--- src/rtl/hubris_mem_pkg.sv ---
// Shared definitions for the Hubris memory port-A arbiter.
//   MST_CORE / MST_DBG : master index values used for read-return routing
//   ADDR_W_DEF / DATA_W_DEF : default bus widths
//   be_width()         : byte-enable width for a given data width
package hubris_mem_pkg;

  localparam int unsigned ADDR_W_DEF = 32;
  localparam int unsigned DATA_W_DEF = 32;

  // Master index: 0 = core data path, 1 = debug/loader master.
  localparam logic MST_CORE = 1'b0;
  localparam logic MST_DBG  = 1'b1;

  function automatic int unsigned be_width(input int unsigned data_w);
    return data_w / 8;
  endfunction

  localparam int unsigned BE_W_DEF = be_width(DATA_W_DEF);

endpackage

--- src/rtl/hubris_arb_starve_ctr.sv ---
// Saturating starvation counter for the debug master.
//   clk, reset : clock, synchronous active-high reset
//   clr_i      : clear the count (has priority over increment)
//   inc_i      : count one refused cycle, saturating at LIMIT
//   limit_o    : count has reached LIMIT
module hubris_arb_starve_ctr
  import hubris_mem_pkg::*;
#(
  parameter int unsigned LIMIT = 8,
  parameter int unsigned CNT_W = 4
) (
  input  logic clk,
  input  logic reset,
  input  logic clr_i,
  input  logic inc_i,
  output logic limit_o
);

  localparam logic [CNT_W-1:0] LIMIT_C = CNT_W'(LIMIT);

  logic [CNT_W-1:0] cnt_q, cnt_d;

  always_comb begin
    cnt_d = cnt_q;
    if (clr_i)                          cnt_d = '0;
    else if (inc_i && cnt_q != LIMIT_C) cnt_d = cnt_q + 1'b1;
  end

  // NOTE: state registers use non-blocking assignments so every flop samples
  // the pre-edge value of every other flop, matching the hardware.
  always_ff @(posedge clk) begin
    if (reset) cnt_q <= '0;
    else       cnt_q <= cnt_d;
  end

  assign limit_o = (cnt_q == LIMIT_C);

endmodule

--- src/rtl/hubris_mem_arbiter.sv ---
// Port-A arbiter for the unified dual-port memory.
//   Master 0 (core data path) has fixed priority; master 1 (debug/loader)
//   is force-granted after STARVE_LIMIT refused cycles and may lock the
//   port across a burst with m1_lock.
//   m*_req/we/addr/wdata : master request (we all-zero = read)
//   m*_gnt               : combinational accept, access issued same cycle
//   m*_rvalid/rdata      : read return one cycle after a granted read
//   m1_lock              : hold ownership for master 1 after its grant
//   mem_*                : port A of the memory (1-cycle read latency)
module hubris_mem_arbiter
  import hubris_mem_pkg::*;
#(
  parameter int unsigned ADDR_W       = ADDR_W_DEF,
  parameter int unsigned DATA_W       = DATA_W_DEF,
  parameter int unsigned STARVE_LIMIT = 8,
  parameter int unsigned CNT_W        = 4
) (
  input  logic                     clk,
  input  logic                     reset,
  input  logic                     m0_req,
  input  logic [DATA_W/8-1:0]      m0_we,
  input  logic [ADDR_W-1:0]        m0_addr,
  input  logic [DATA_W-1:0]        m0_wdata,
  output logic                     m0_gnt,
  output logic                     m0_rvalid,
  output logic [DATA_W-1:0]        m0_rdata,
  input  logic                     m1_req,
  input  logic [DATA_W/8-1:0]      m1_we,
  input  logic [ADDR_W-1:0]        m1_addr,
  input  logic [DATA_W-1:0]        m1_wdata,
  input  logic                     m1_lock,
  output logic                     m1_gnt,
  output logic                     m1_rvalid,
  output logic [DATA_W-1:0]        m1_rdata,
  output logic                     mem_en,
  output logic [DATA_W/8-1:0]      mem_we,
  output logic [ADDR_W-1:0]        mem_addr,
  output logic [DATA_W-1:0]        mem_din,
  input  logic [DATA_W-1:0]        mem_dout
);

  logic lock_q, lock_d;
  logic rd_pending_q, rd_pending_d;
  logic rd_owner_q, rd_owner_d;
  logic starve_hit;

  hubris_arb_starve_ctr #(
    .LIMIT (STARVE_LIMIT),
    .CNT_W (CNT_W)
  ) u_starve_ctr (
    .clk     (clk),
    .reset   (reset),
    .clr_i   (m1_gnt | ~m1_req),
    .inc_i   (m1_req & ~m1_gnt),
    .limit_o (starve_hit)
  );

  // Grant is gated by reset so the port stays quiet while reset is held.
  always_comb begin
    // NOTE: every combinational output gets a default first, so no path
    // through the block can leave a value unassigned and infer a latch.
    m0_gnt = 1'b0;
    m1_gnt = 1'b0;
    if (reset) begin
      m0_gnt = 1'b0;
    end else if (lock_q) begin
      m1_gnt = m1_req;      // idle cycles inside a locked burst still block m0
    end else if (starve_hit && m1_req) begin
      m1_gnt = 1'b1;
    end else if (m0_req) begin
      m0_gnt = 1'b1;
    end else if (m1_req) begin
      m1_gnt = 1'b1;
    end
  end

  always_comb begin
    mem_en   = m0_gnt | m1_gnt;
    mem_we   = '0;
    mem_addr = m1_gnt ? m1_addr  : m0_addr;
    mem_din  = m1_gnt ? m1_wdata : m0_wdata;
    if (m1_gnt)      mem_we = m1_we;
    else if (m0_gnt) mem_we = m0_we;
  end

  // Lock is taken on a locked grant and released the first cycle m1_lock is low.
  assign lock_d       = m1_lock & (lock_q | m1_gnt);
  assign rd_pending_d = mem_en & ~(|mem_we);
  assign rd_owner_d   = m1_gnt ? MST_DBG : MST_CORE;

  always_ff @(posedge clk) begin
    if (reset) begin
      lock_q       <= 1'b0;
      rd_pending_q <= 1'b0;
      rd_owner_q   <= MST_CORE;
    end else begin
      lock_q       <= lock_d;
      rd_pending_q <= rd_pending_d;
      rd_owner_q   <= rd_owner_d;
    end
  end

  // A read granted just before reset must not return while reset is high.
  assign m0_rvalid = ~reset & rd_pending_q & (rd_owner_q == MST_CORE);
  assign m1_rvalid = ~reset & rd_pending_q & (rd_owner_q == MST_DBG);
  assign m0_rdata  = mem_dout;
  assign m1_rdata  = mem_dout;

endmodule

--- config.mk ---
export PLATFORM = sky130hd
export DESIGN_NAME = hubris_mem_arbiter
export DESIGN_NICKNAME = d
export VERILOG_FILES = /design/src/rtl/hubris_mem_pkg.sv /design/src/rtl/hubris_arb_starve_ctr.sv /design/src/rtl/hubris_mem_arbiter.sv
export SDC_FILE = /design/constraint.sdc
export NUM_CORES = 1
export LEC_CHECK = 0
export CORE_AREA = 2 2 121 123
export CTS_CLUSTER_DIAMETER = 100
export DETAILED_ROUTE_END_ITERATION = 7
export DIE_AREA = 0 0 123 125
export PLACE_DENSITY_LB_ADDON = 0.05
export SYNTH_ARGS = -nofsm -noshare
export SYNTH_HDL_FRONTEND = slang
export SYNTH_HIERARCHICAL = 1
export SYNTH_SLANG_ARGS = --single-unit
--- constraint.sdc ---
create_clock -name clk -period 1.91 [get_ports clk]
set_input_delay 0.2865 -clock clk [delete_from_list [all_inputs] [get_ports clk]]
set_output_delay 0.2865 -clock clk [all_outputs]
set_load 0.02 [all_outputs]
==> results.toml <==
[sta]
period_needed_ps = 2366
worst_pin_slew_ps = 282.2
setup_viol = 69
final.setup.tns_ps = -26510
max_freq_ghz = 0.4226
hold_viol = 0
slew_violations = 0
maxSlewHeadroom_pct = 81.12
rsz0062_at_grt = "yes"
whs_ps = 514.5
clock_skew_ps = 1.383
layout_setup_ws_ps = -456.1
min_period_over_period_pct = 123.9

[cts]
cts_buffers = 3
cts_max_path_buffers = 2
clk_latency_ps = 230
cts_root_buffer = "clkbuf_16"
cts_num_sinks = 7
cts.clk_slew.worst_paths_ps = 40
ctsHtreeMaxLevel = 1
cts_tree = "yes"

[placed_design]
place_congestion = 0.7216
dp_hpwl_mm = 7.274
pre_cts_ws_ps = -790.6
place_area_sq_um = 3775
portBuffers = 213
dp.cells = 533

[grt]
overflow = 0
grt_max_degree = 19
grt_antenna_before_repair = 0
grt_pass1_vias = 2071
grt_pass1_wl_mm = 12.11
track_usage_pct = 10.35

[routing]
num_vias = 2092
drt_iter0_markers = 38
avgRoutedWirePerCell_um = 16.05
ant_nets = 0
drt_pass1_iterations = 4
finalWirelength_mm = 9.199
drc = 0
vias_per_cell = 3.651

[setup_path]
endpoint_kind = "primary output"
crit_type = "flop to primary output"
critPathArrivalTime_ps = 2080
cp.required_ps = 1620
r2r_start = "u_starve_ctr/cnt_q[0]$_SDFFE_PP0P_"
r2r_cells = 12
startpoint = "u_starve_ctr/cnt_q[0]$_SDFFE_PP0P_"
crit_path_max_fanout = 8
cp-start-kind = "flop"

[layout]
drive_above_1_share_pct = 54.24
stdcell_count = 573
nNetsFinal = 565
fin_util_pct = 31.92
diodes = 0
syn2layout_area_growth_pct = 162.8
final_cell_area_sq_um = 4534

[power_and_ir_drop]
totalPowerFinal_mw = 1.565
peakVddDrop_mv = 0.1882
power_density_nw_per_um2 = 345.2
power.leakage_nw = 1.975

[synthesis]
synth_common_cells = "buf_4, mux2_2, buf_6, dfxtp_1, inv_1"
synthesis.nets = 360
synth_top_area_share_pct = 41.77
synth_area_leaders = "mux2_2, buf_4, dfxtp_1"
ys_types = 29
syn-cell-area_sq_um = 1725
yosysTopAreaCell = "mux2_2"
synthFlopType = "dfxtp_1"
seq_area_frac_synth_pct = 8.122
async_reset_ff_share_pct = 0
ys_warn_count = 6
syn_inst = 185
synth_area_per_cell_sq_um = 9.327
ys_seq_elements = 7
synth_edf_count = 0

[floorplan]
die_w_um = 123
start_util_pct = 12.15
core-area_sq_um = 14200
dieArea_sq_um = 15380
row_count = 44
pin_count = 310
die_y_um = 125

[outcome]
violations = "negative setup slack"
status = "finished with violations"

[hold_path]
min-delay-start = "u_starve_ctr/cnt_q[2]$_SDFFE_PP0P_"
min_path_cells = 2
hold_path.class = "flop to flop"

[run]
maxCapViolCount = 0
[routing by layer]
| layer | global-route usage [%] | routed length, um |
|---|---|---|
| met1 | 10.05 | 3130 |
| met2 | 20.51 | 5048 |
| met3 | 4.197 | 975 |
| met4 | 1.270 | 45 |
| met5 | 0 | 0 |
[state kept, by name, indices dropped and copies added, names as in the netlist]
name / cells
u_starve_ctr/cnt_q: 4
lock_q: 1
rd_owner_q: 1
rd_pending_q: 1
[final cells by class]
cell class,count,area (sq um)
multi-input combinational,99,1229
clock buffer,4,78.83
timing repair buffer,272,2825
inverter,7,28.78
sequential,7,142.6
fill,1486,9669
tap,184,230.2
[worst max-delay path, stage by stage, from the launching register on]
cell and delay, ps:
dfxtp_2 310, inv_2 80, ha_4 140, nand3b_4 90
inv_4 70, nor3b_4 50, nor3_4 230, buf_12 200
buf_12 120, buf_4 120, mux2_4 300, buf_6 130
[cells in the final DEF (no fill, tap or decap), types with 2 or more instances in the layout]
master / instances
a21boi_0: 2
a22o_1: 5
buf_12: 5
buf_2: 9
buf_4: 26
buf_6: 83
buf_8: 3
clkbuf_16: 5
clkdlybuf4s50_1: 140
dfxtp_1: 5
dfxtp_2: 2
dlygate4sd2_1: 3
inv_1: 3
inv_2: 3
mux2_2: 14
mux2_4: 50
nand3_1: 2
nor2_1: 2
nor3_1: 2
nor4_1: 2
[report_power, final]
part           internal, mW  total (mW)  switching [mW]
sequential            0.150       0.152         0.00195
combinational         0.684        1.05           0.366
clock                 0.278       0.364          0.0854
[cell families (layout without fill, tap and decap cells)]
| family | Yosys count | after routing | share of synthesized area (%) |
|---|---|---|---|
| compound gates | 14 | 14 | 6.525 |
| xor+xnor | 1 | 1 | 0.5077 |
| fa+ha+maj | 2 | 2 | 1.450 |
| buf+inv | 79 | 283 | 34.15 |
| flops | 7 | 7 | 8.122 |
| mux | 64 | 64 | 41.77 |
| simple gates | 18 | 18 | 7.471 |
[final timing paths]
check                                        to  slack, ps
max                                 mem_din[16]       -460
max reg2reg  u_starve_ctr/cnt_q[2]$_SDFFE_PP0P_         30
min reg2reg  u_starve_ctr/cnt_q[2]$_SDFFE_PP0P_        510
min          u_starve_ctr/cnt_q[2]$_SDFFE_PP0P_        510
[what timing repair did]
action,in CTS,in global routing
endpoints found under the setup margin,73,73
pin swaps,6,5
resized for setup,326,174
cloned,2,3
hold buffers,0,0
buffers inserted,18,15
Note: power is estimated with default switching activity, not from simulation.
